`config.mk`:
```
export PLATFORM = sky130hd
export DESIGN_NAME = deserializer
export DESIGN_NICKNAME = d
export VERILOG_FILES = /design/src/rtl/deserializer.sv
export SDC_FILE = /design/constraint.sdc
export NUM_CORES = 1
export LEC_CHECK = 0
export ABC_AREA = 1
export CAP_MARGIN = 20
export CORE_UTILIZATION = 50
export CTS_CLUSTER_DIAMETER = 40
export CTS_CLUSTER_SIZE = 20
export DETAILED_ROUTE_END_ITERATION = 8
export PLACE_DENSITY = 0.82
export SLEW_MARGIN = 10
export SYNTH_ARGS = -nofsm -noshare
export SYNTH_HDL_FRONTEND = slang
export SYNTH_SLANG_ARGS = --single-unit
```
`constraint.sdc`:
```
create_clock -name clk -period 2.2 [get_ports clk]
set_input_delay 0.44 -clock clk [delete_from_list [all_inputs] [get_ports clk]]
set_output_delay 0.44 -clock clk [all_outputs]
set_load 0.05 [all_outputs]
```
`src/rtl/deserializer.sv`:
```
// LSB-first serial-to-parallel receiver: rebuilds DATA_W-bit words from the
// serializer bit stream and pushes them to the receive FIFO, with error status.
module deserializer #(
    parameter int DATA_W = 8,
    parameter int CNT_W  = 8
) (
    input  logic              clk,
    input  logic              rst,
    input  logic              ser_in,
    input  logic              piso_start,
    input  logic              piso_done,
    input  logic              full,
    output logic              wr_fifo,
    output logic [DATA_W-1:0] wr_data,
    input  logic              err_clr,
    output logic              frame_err,
    output logic              ovf_err,
    output logic [CNT_W-1:0]  word_cnt,
    output logic [CNT_W-1:0]  drop_cnt
);
    localparam int               BIT_W    = $clog2(DATA_W + 1);
    localparam logic [BIT_W-1:0] LAST_BIT = BIT_W'(DATA_W - 1);
    localparam logic [CNT_W-1:0] CNT_MAX  = '1;

    typedef enum logic [1:0] {IDLE, SHIFT, CHECK} state_e;

    state_e            state_q, state_d;
    logic [DATA_W-1:0] sreg_q, sreg_d;
    logic [BIT_W-1:0]  bit_cnt_q, bit_cnt_d;
    logic              wr_fifo_q, wr_fifo_d;
    logic [DATA_W-1:0] wr_data_q, wr_data_d;
    logic              frame_err_q, frame_err_d;
    logic              ovf_err_q, ovf_err_d;
    logic [CNT_W-1:0]  word_cnt_q, word_cnt_d;
    logic [CNT_W-1:0]  drop_cnt_q, drop_cnt_d;

    logic              frame_ev, ovf_ev, word_ev, drop_ev;
    logic [DATA_W-1:0] sreg_shifted;

    assign sreg_shifted = {ser_in, sreg_q[DATA_W-1:1]};

    function automatic logic [CNT_W-1:0] sat_inc(input logic [CNT_W-1:0] v, input logic en);
        return (en && v != CNT_MAX) ? v + CNT_W'(1) : v;
    endfunction

    always_comb begin
        // NOTE: every signal gets a default first so no path can infer a latch.
        state_d   = state_q;
        sreg_d    = sreg_q;
        bit_cnt_d = bit_cnt_q;
        wr_fifo_d = 1'b0;
        wr_data_d = wr_data_q;
        frame_ev  = 1'b0;
        ovf_ev    = 1'b0;
        word_ev   = 1'b0;
        drop_ev   = 1'b0;

        unique case (state_q)
            IDLE: begin
                if (piso_start) begin
                    sreg_d    = sreg_shifted;
                    bit_cnt_d = BIT_W'(1);
                    state_d   = SHIFT;
                end
            end
            SHIFT: begin
                sreg_d = sreg_shifted;
                if (piso_start) begin
                    // Restart mid-word: the bit now on ser_in is bit 0 of a new frame.
                    frame_ev  = 1'b1;
                    drop_ev   = 1'b1;
                    bit_cnt_d = BIT_W'(1);
                end else if (bit_cnt_q == LAST_BIT) begin
                    bit_cnt_d = '0;
                    state_d   = CHECK;
                end else begin
                    bit_cnt_d = bit_cnt_q + BIT_W'(1);
                end
            end
            CHECK: begin
                if (piso_done && !full) begin
                    wr_fifo_d = 1'b1;
                    wr_data_d = sreg_q;
                    word_ev   = 1'b1;
                end else if (piso_done) begin
                    ovf_ev  = 1'b1;
                    drop_ev = 1'b1;
                end else begin
                    frame_ev = 1'b1;
                    drop_ev  = 1'b1;
                end
                if (piso_start) begin
                    sreg_d    = sreg_shifted;
                    bit_cnt_d = BIT_W'(1);
                    state_d   = SHIFT;
                end else begin
                    bit_cnt_d = '0;
                    state_d   = IDLE;
                end
            end
            default: state_d = IDLE;
        endcase
    end

    // A same-cycle event beats err_clr: clear first, then apply the event.
    always_comb begin
        frame_err_d = frame_ev | (frame_err_q & ~err_clr);
        ovf_err_d   = ovf_ev | (ovf_err_q & ~err_clr);
        word_cnt_d  = sat_inc(err_clr ? '0 : word_cnt_q, word_ev);
        drop_cnt_d  = sat_inc(err_clr ? '0 : drop_cnt_q, drop_ev);
    end

    // NOTE: state registers use non-blocking assignments so all flops update together.
    always_ff @(posedge clk or posedge rst) begin
        if (rst) begin
            state_q     <= IDLE;
            sreg_q      <= '0;
            bit_cnt_q   <= '0;
            wr_fifo_q   <= 1'b0;
            wr_data_q   <= '0;
            frame_err_q <= 1'b0;
            ovf_err_q   <= 1'b0;
            word_cnt_q  <= '0;
            drop_cnt_q  <= '0;
        end else begin
            state_q     <= state_d;
            sreg_q      <= sreg_d;
            bit_cnt_q   <= bit_cnt_d;
            wr_fifo_q   <= wr_fifo_d;
            wr_data_q   <= wr_data_d;
            frame_err_q <= frame_err_d;
            ovf_err_q   <= ovf_err_d;
            word_cnt_q  <= word_cnt_d;
            drop_cnt_q  <= drop_cnt_d;
        end
    end

    assign wr_fifo   = wr_fifo_q;
    assign wr_data   = wr_data_q;
    assign frame_err = frame_err_q;
    assign ovf_err   = ovf_err_q;
    assign word_cnt  = word_cnt_q;
    assign drop_cnt  = drop_cnt_q;

endmodule

```
=== Word level (Yosys, flattened, before mapping) ===
Cells that the tools add are included.

* Memory bits (read-only): 0
* Memory bits (writable): 0
* Logic and storage cells: 65
* Output and inout bits: 27
* Latch bits: 0
* Memories kept: 0
* Register bits: 41

* Divide/modulo/power cells: 0
* Eq/ne operators: 9
* Bitwise operators: 5
* Add/sub/neg operators: 3
* $mul: 0
* Reduce and logical (&&, ||, !) cells: 12
* Shift operators: 0
* Muxes and demuxes: 27
* Magnitude comparators: 0

{| class="wikitable"
|+ Operators with widths
! operator !! count
|-
| 8-bit 2-to-1 mux || 5
|-
| 8-bit by 1-bit adder with 8-bit output (second input constant) || 2
|-
| 8-bit inequality test (second input constant) || 2
|-
| 8-bit one-hot mux with 2 select lines || 1
|-
| 4-bit 2-to-1 mux || 3
|-
| 4-bit one-hot mux with 3 select lines || 1
|-
| 1-bit 2-to-1 mux || 11
|-
| 2-bit 2-to-1 mux || 3
|-
| 2-bit inequality test (second input constant) || 3
|-
| 2-bit one-hot mux with 3 select lines || 1
|-
| 2-bit AND reduction || 3
|-
| 4-bit by 1-bit adder with 4-bit output (second input constant) || 1
|-
| 4-bit by 3-bit equality test with 1-bit output (second input constant) || 1
|-
| 1-bit one-hot mux with 2 select lines || 2
|-
| 1-bit logical AND || 3
|-
| 3-bit AND reduction || 1
|-
| 3-bit nonzero test || 1
|-
| 1-bit bitwise AND || 2
|-
| 2-bit by 1-bit equality test with 1-bit output (second input constant) || 1
|-
| 2-bit equality test (second input constant) || 1
|-
| 2-bit zero test || 1
|-
| 2-bit by 1-bit inequality test with 1-bit output (second input constant) || 1
|-
| 1-bit OR || 2
|-
| 2-bit nonzero test || 1
|-
| 3 further kinds || 3
|}

=== Depth between registers and ports, before layout ===
* Word-level depth: 6
* Depth in mapped cells: 12

=== Least setup slack after synthesis ===
No wires, ideal clock.

* Path kind: register -> register
* From: register drop_cnt_q[1] (netlist: drop_cnt[1])
* To: register drop_cnt_q[7] (netlist: drop_cnt[7])
* Path slack: 0.420 ns
* Clock period less this slack: 1.780 ns
* Arrival time: 1.664 ns
* Stages on the path, launching flop included: 11
* Buffers on the path: 0
* Library setup time: 0.116 ns
* Data required time: 2.084 ns
* Cell sequence: dfrtp_1 > inv_1 > nor2_1 > ha_1 > nand2_1 > nor2_4 > nand2_1 > nor2_1 > nor2_4 > nand2_1 > nand2_1

* Word-level cells in the longest chain between the ends: 4
* Elaborated cells on any way between the ends: 5
* Classes of those cells: add/sub: 1; eq/ne: 1; mux: 2; reduce/logical: 1

{| class="wikitable"
|+ RTL lines
! what !! line !! source
|-
| from (decl) || 35 || <nowiki>logic [CNT_W-1:0] drop_cnt_q, drop_cnt_d;</nowiki>
|-
| from (signal assigned) || 134 || <nowiki>drop_cnt_q <= drop_cnt_d;</nowiki>
|-
| 8-bit 2-to-1 mux * || 110 || <nowiki>drop_cnt_d = sat_inc(err_clr ? '0 : drop_cnt_q, drop_ev);</nowiki>
|-
| branches (longest 2 deep; another with 8-bit by 1-bit adder with 8-bit output) || -- ||
|-
| 8-bit 2-to-1 mux * || 43 || <nowiki>return (en && v != CNT_MAX) ? v + CNT_W'(1) : v;</nowiki>
|-
| net drop_cnt_d[7] || 35 ||
|}

Mark *: on every way through the listed nets, which the timed path passes.
A chain may end at the register's enable or synchronous reset.

=== Final worst setup path ===
* From: register word_cnt_q[3] (netlist: word_cnt[3])
* To: output port word_cnt[3]

{| class="wikitable"
|+ RTL lines
! what !! line !! source
|-
| from (decl) || 34 || <nowiki>logic [CNT_W-1:0] word_cnt_q, word_cnt_d;</nowiki>
|-
| from (signal assigned) || 133 || <nowiki>word_cnt_q <= word_cnt_d;</nowiki>
|-
| to (decl) || 18 || <nowiki>output logic [CNT_W-1:0] word_cnt,</nowiki>
|}

No word-level cell between the ends.

==> key figures <==
Status
  • Run status: complete, no violations

Logic synthesis
  • FF+latch count, synth: 41
  • Yosys top cell by area: dfrtp_1
  • Avg Synthesized Cell Area: 7.73 um2
  • Yosys top cell area share: 46.1%
  • Ys Warns: 0
  • Synth async-reset ratio: 100%
  • Top post-synthesis cells by area: dfrtp_1, nand2_1, inv_1, ha_1, nand3_1
  • Post-synthesis cell area: around 2200 um2
  • Post-synthesis sequential area ratio: 46.1%
  • Yosys cell types: 26
  • Syn Inst Count: 288
  • Post-synth EDFFs: 0
  • Post-Syn Nets: slightly above 300
  • Post-synth top flop: dfrtp_1

Pwr
  • Sw frac: 43.0%
  • Comb pwr share: between 40% and 50%
  • Pleak: 0.00147 uW
  • Net Sw Power: between 1000 and 1500 uW
  • Pint: between 1500 and 2000 uW
  • Clock share of power: 18.7%
  • Seq pwr share: 39.3%
  • Power Density: between 900 and 1000 nW/um2
  • Worst vdd ir: 882 uV
  • Total power: 2730 uW

Drt
  • Via/cell ratio: about 5
  • Final Routed Wirelength: ~4400 um
  • WL/cell: 11.6 um
  • ANT nets after route: 0
  • Via count: 1911
  • DR iter-0 viols: 112
  • Drt pass-1 iters: 4
  • DRC Markers: 0

Timing
  • Crit path time final: roughly 2.0 ns
  • Unrepaired setup endpoints after global routing: false
  • Final Max Slew Viols: 0
  • Max Fclk: 0.500 GHz
  • Actual slew at the worst max-slew pin: 0.511 ns
  • Layout Skew: 0.00909 ns
  • Slew margin rel.: 65.8%
  • Final Hold Fails: 0
  • Hold_ws: 0.489 ns
  • Final setup fails: 0
  • Final period utilization: 90.9%

Global routing
  • GR Overflow Total: 0
  • First-pass GRT wire length: 7770 um
  • Vias in the first global route: about 1800
  • Total track usage: 22.4%
  • Largest net degree at the start of global routing: 42
  • Initial antenna violation count: 0

Clocking
  • Worst-Skew Late Latency: 0.30 ns
  • Clk buf depth: 2
  • CTS tree: built
  • Cts repair resizes: 0
  • Num Clock Sinks: 41
  • # hold bufs at CTS: 0
  • CTS clk-pin slew, worst paths: 0.08 ns
  • Num CTS Buffers: 5
  • Number of H-tree levels: 2
  • Setup Buffers After CTS: 0
  • Root buf cell: clkbuf_8

Finish
  • Antenna diode count: 0
  • Final instance area: 2750 um2
  • Fraction of layout cells with a size suffix above 1: about a tenth
  • Area grow syn2layout: 23.3%
  • Nets: 347
  • Layout Cells excl Fill: 383

Setup path
  • Slowest CP cell: clkdlybuf4s50_1
  • Req. time, crit path: between 1.5 and 2 ns
  • Critical Path Fanout Max: 4
  • Critical Path End Type: output pin
  • Setup CP Type: flop to output pin
  • Crit path DAT: 1.56 ns
  • Stages on the worst setup path: 1
  • Critical path launch point type: flop
  • CP bufs+invs: 1
  • Family with the most delay on the worst path: buffers and inverters
  • Reg2reg start: word_cnt[1]
  • R2R Setup Slk: ~0.63 ns
  • R2R Path End: word_cnt[1]
  • CP peak stage delay: ~0.84 ns
  • CP cell instances: clkdlybuf4s50_1
  • R2R cell count: 9
  • CP Launch Point: word_cnt[3]
  • End point of the critical path: word_cnt[3]

Run
  • MaxCap Viol Count: 0

Floorplan
  • IO Count: 34
  • Core footprint: 4140 um2
  • Initial Util: 53.7%
  • Die W: 68.7 um
  • Die H: 68.7 um
  • Die Area: 4720 um2
  • # rows: 23

Placement
  • Placed Area: 2660 um2
  • Port bufs: 33
  • Placed cell count: 375
  • GP Congestion: 0.867
  • Dpl hpwl: about 3200 um

Worst hold path
  • Class of the worst hold path: flop to flop
-- power by group through the flow --
stage          logic, uW  registers (uW)  clock network (uW)
5_1_grt             1260            1100                 552
3_3_place_gp        1120            1070                   0
3_5_place_dp        1150            1080                   0
4_1_cts             1150            1070                 522
6_report            1140            1070                 510
2_1_floorplan        506            1370                   0
-- sequential cells by signal, indices dropped and copies added (netlist names) --
register and count:
sreg_q 8, frame_err 1, bit_cnt_q 4, drop_cnt 8, state_q 2, wr_fifo 1
ovf_err 1, wr_data 8, word_cnt 8
-- logic make-up (layout without fill, tap and decap cells) --
logic type | after synthesis | after routing | share of synthesized area, %
buffers and inverters | 44 | 89 | 7.76
flip-flops | 41 | 41 | 46.1
AND/OR/NAND/NOR | 161 | 161 | 31.6
XOR/XNOR | 7 | 7 | 2.75
adder cells (fa/ha/maj) | 8 | 8 | 4.50
AO/OA/AOI/OAI | 27 | 27 | 7.31
-- layout by cell type, fill, tap and decap left out, drive strengths merged --
master / count
clkinv: 1
clkinvlp: 1
xor2: 5
o21ai: 20
xnor2: 2
ha: 8
nor2: 21
clkbuf: 5
nand3: 21
nand2: 119
buf: 7
a22o: 1
o22ai: 1
a21oi: 3
a32o: 1
inv: 42
clkdlybuf4s50: 33
dfrtp: 41
a22oi: 1
-- worst min-delay path by stage --
stage | from | endpoint | depth (start not counted) | slack, ns
after floorplan | sreg_q[0] | wr_data[0] | 2 | 0.44
after global placement | sreg_q[4] | sreg_q[4] | 2 | 0.47
after detailed placement | wr_data[6] | wr_data[6] | 2 | 0.47
after CTS | wr_data[6] | wr_data[6] | 2 | 0.49
after global routing | sreg_q[1] | sreg_q[1] | 2 | 0.51
final | wr_data[6] | wr_data[6] | 2 | 0.49
-- through the flow --
step | utilization, % | TNS [ns] | setup slack [ns]
after global placement | 64.1 | 0 | 0.0110
after CTS | 66.2 | 0 | 0.193
after floorplan | - | 0 | 0.420
after global routing | 66.2 | 0 | 0.104
after detailed placement | 64.1 | -0.0736 | -0.0188
final | 66.2 | 0 | 0.200
-- layer usage --
layer	global-route usage [%]	vias up	routed length (um)
met5	0	-	0
li1	-	978	-
met4	8.93	0	66
met1	29.5	887	2170
met2	35.5	38	2030
met3	5.26	8	166
-- area by class of cell --
type	instances	area [um2]
clock inverters	3	21.3
well taps	50	62.6
inverters	41	156
clock buffers	5	68.8
flip-flops and latches	41	1030
multi-input cells	203	1030
fillers	346	1400
repair buffers	40	383
-- Yosys cell counts, types with 2 or more instances --
library cell	number
o21ai_0	18
nand2_1	116
ha_1	8
nand3_2	2
nand2_4	3
nand3_1	19
xor2_1	5
nor2_2	4
a21oi_1	2
dfrtp_1	41
nor2_4	4
nor2_1	13
xnor2_1	2
inv_1	39
Power figures use the tool's default switching activity.
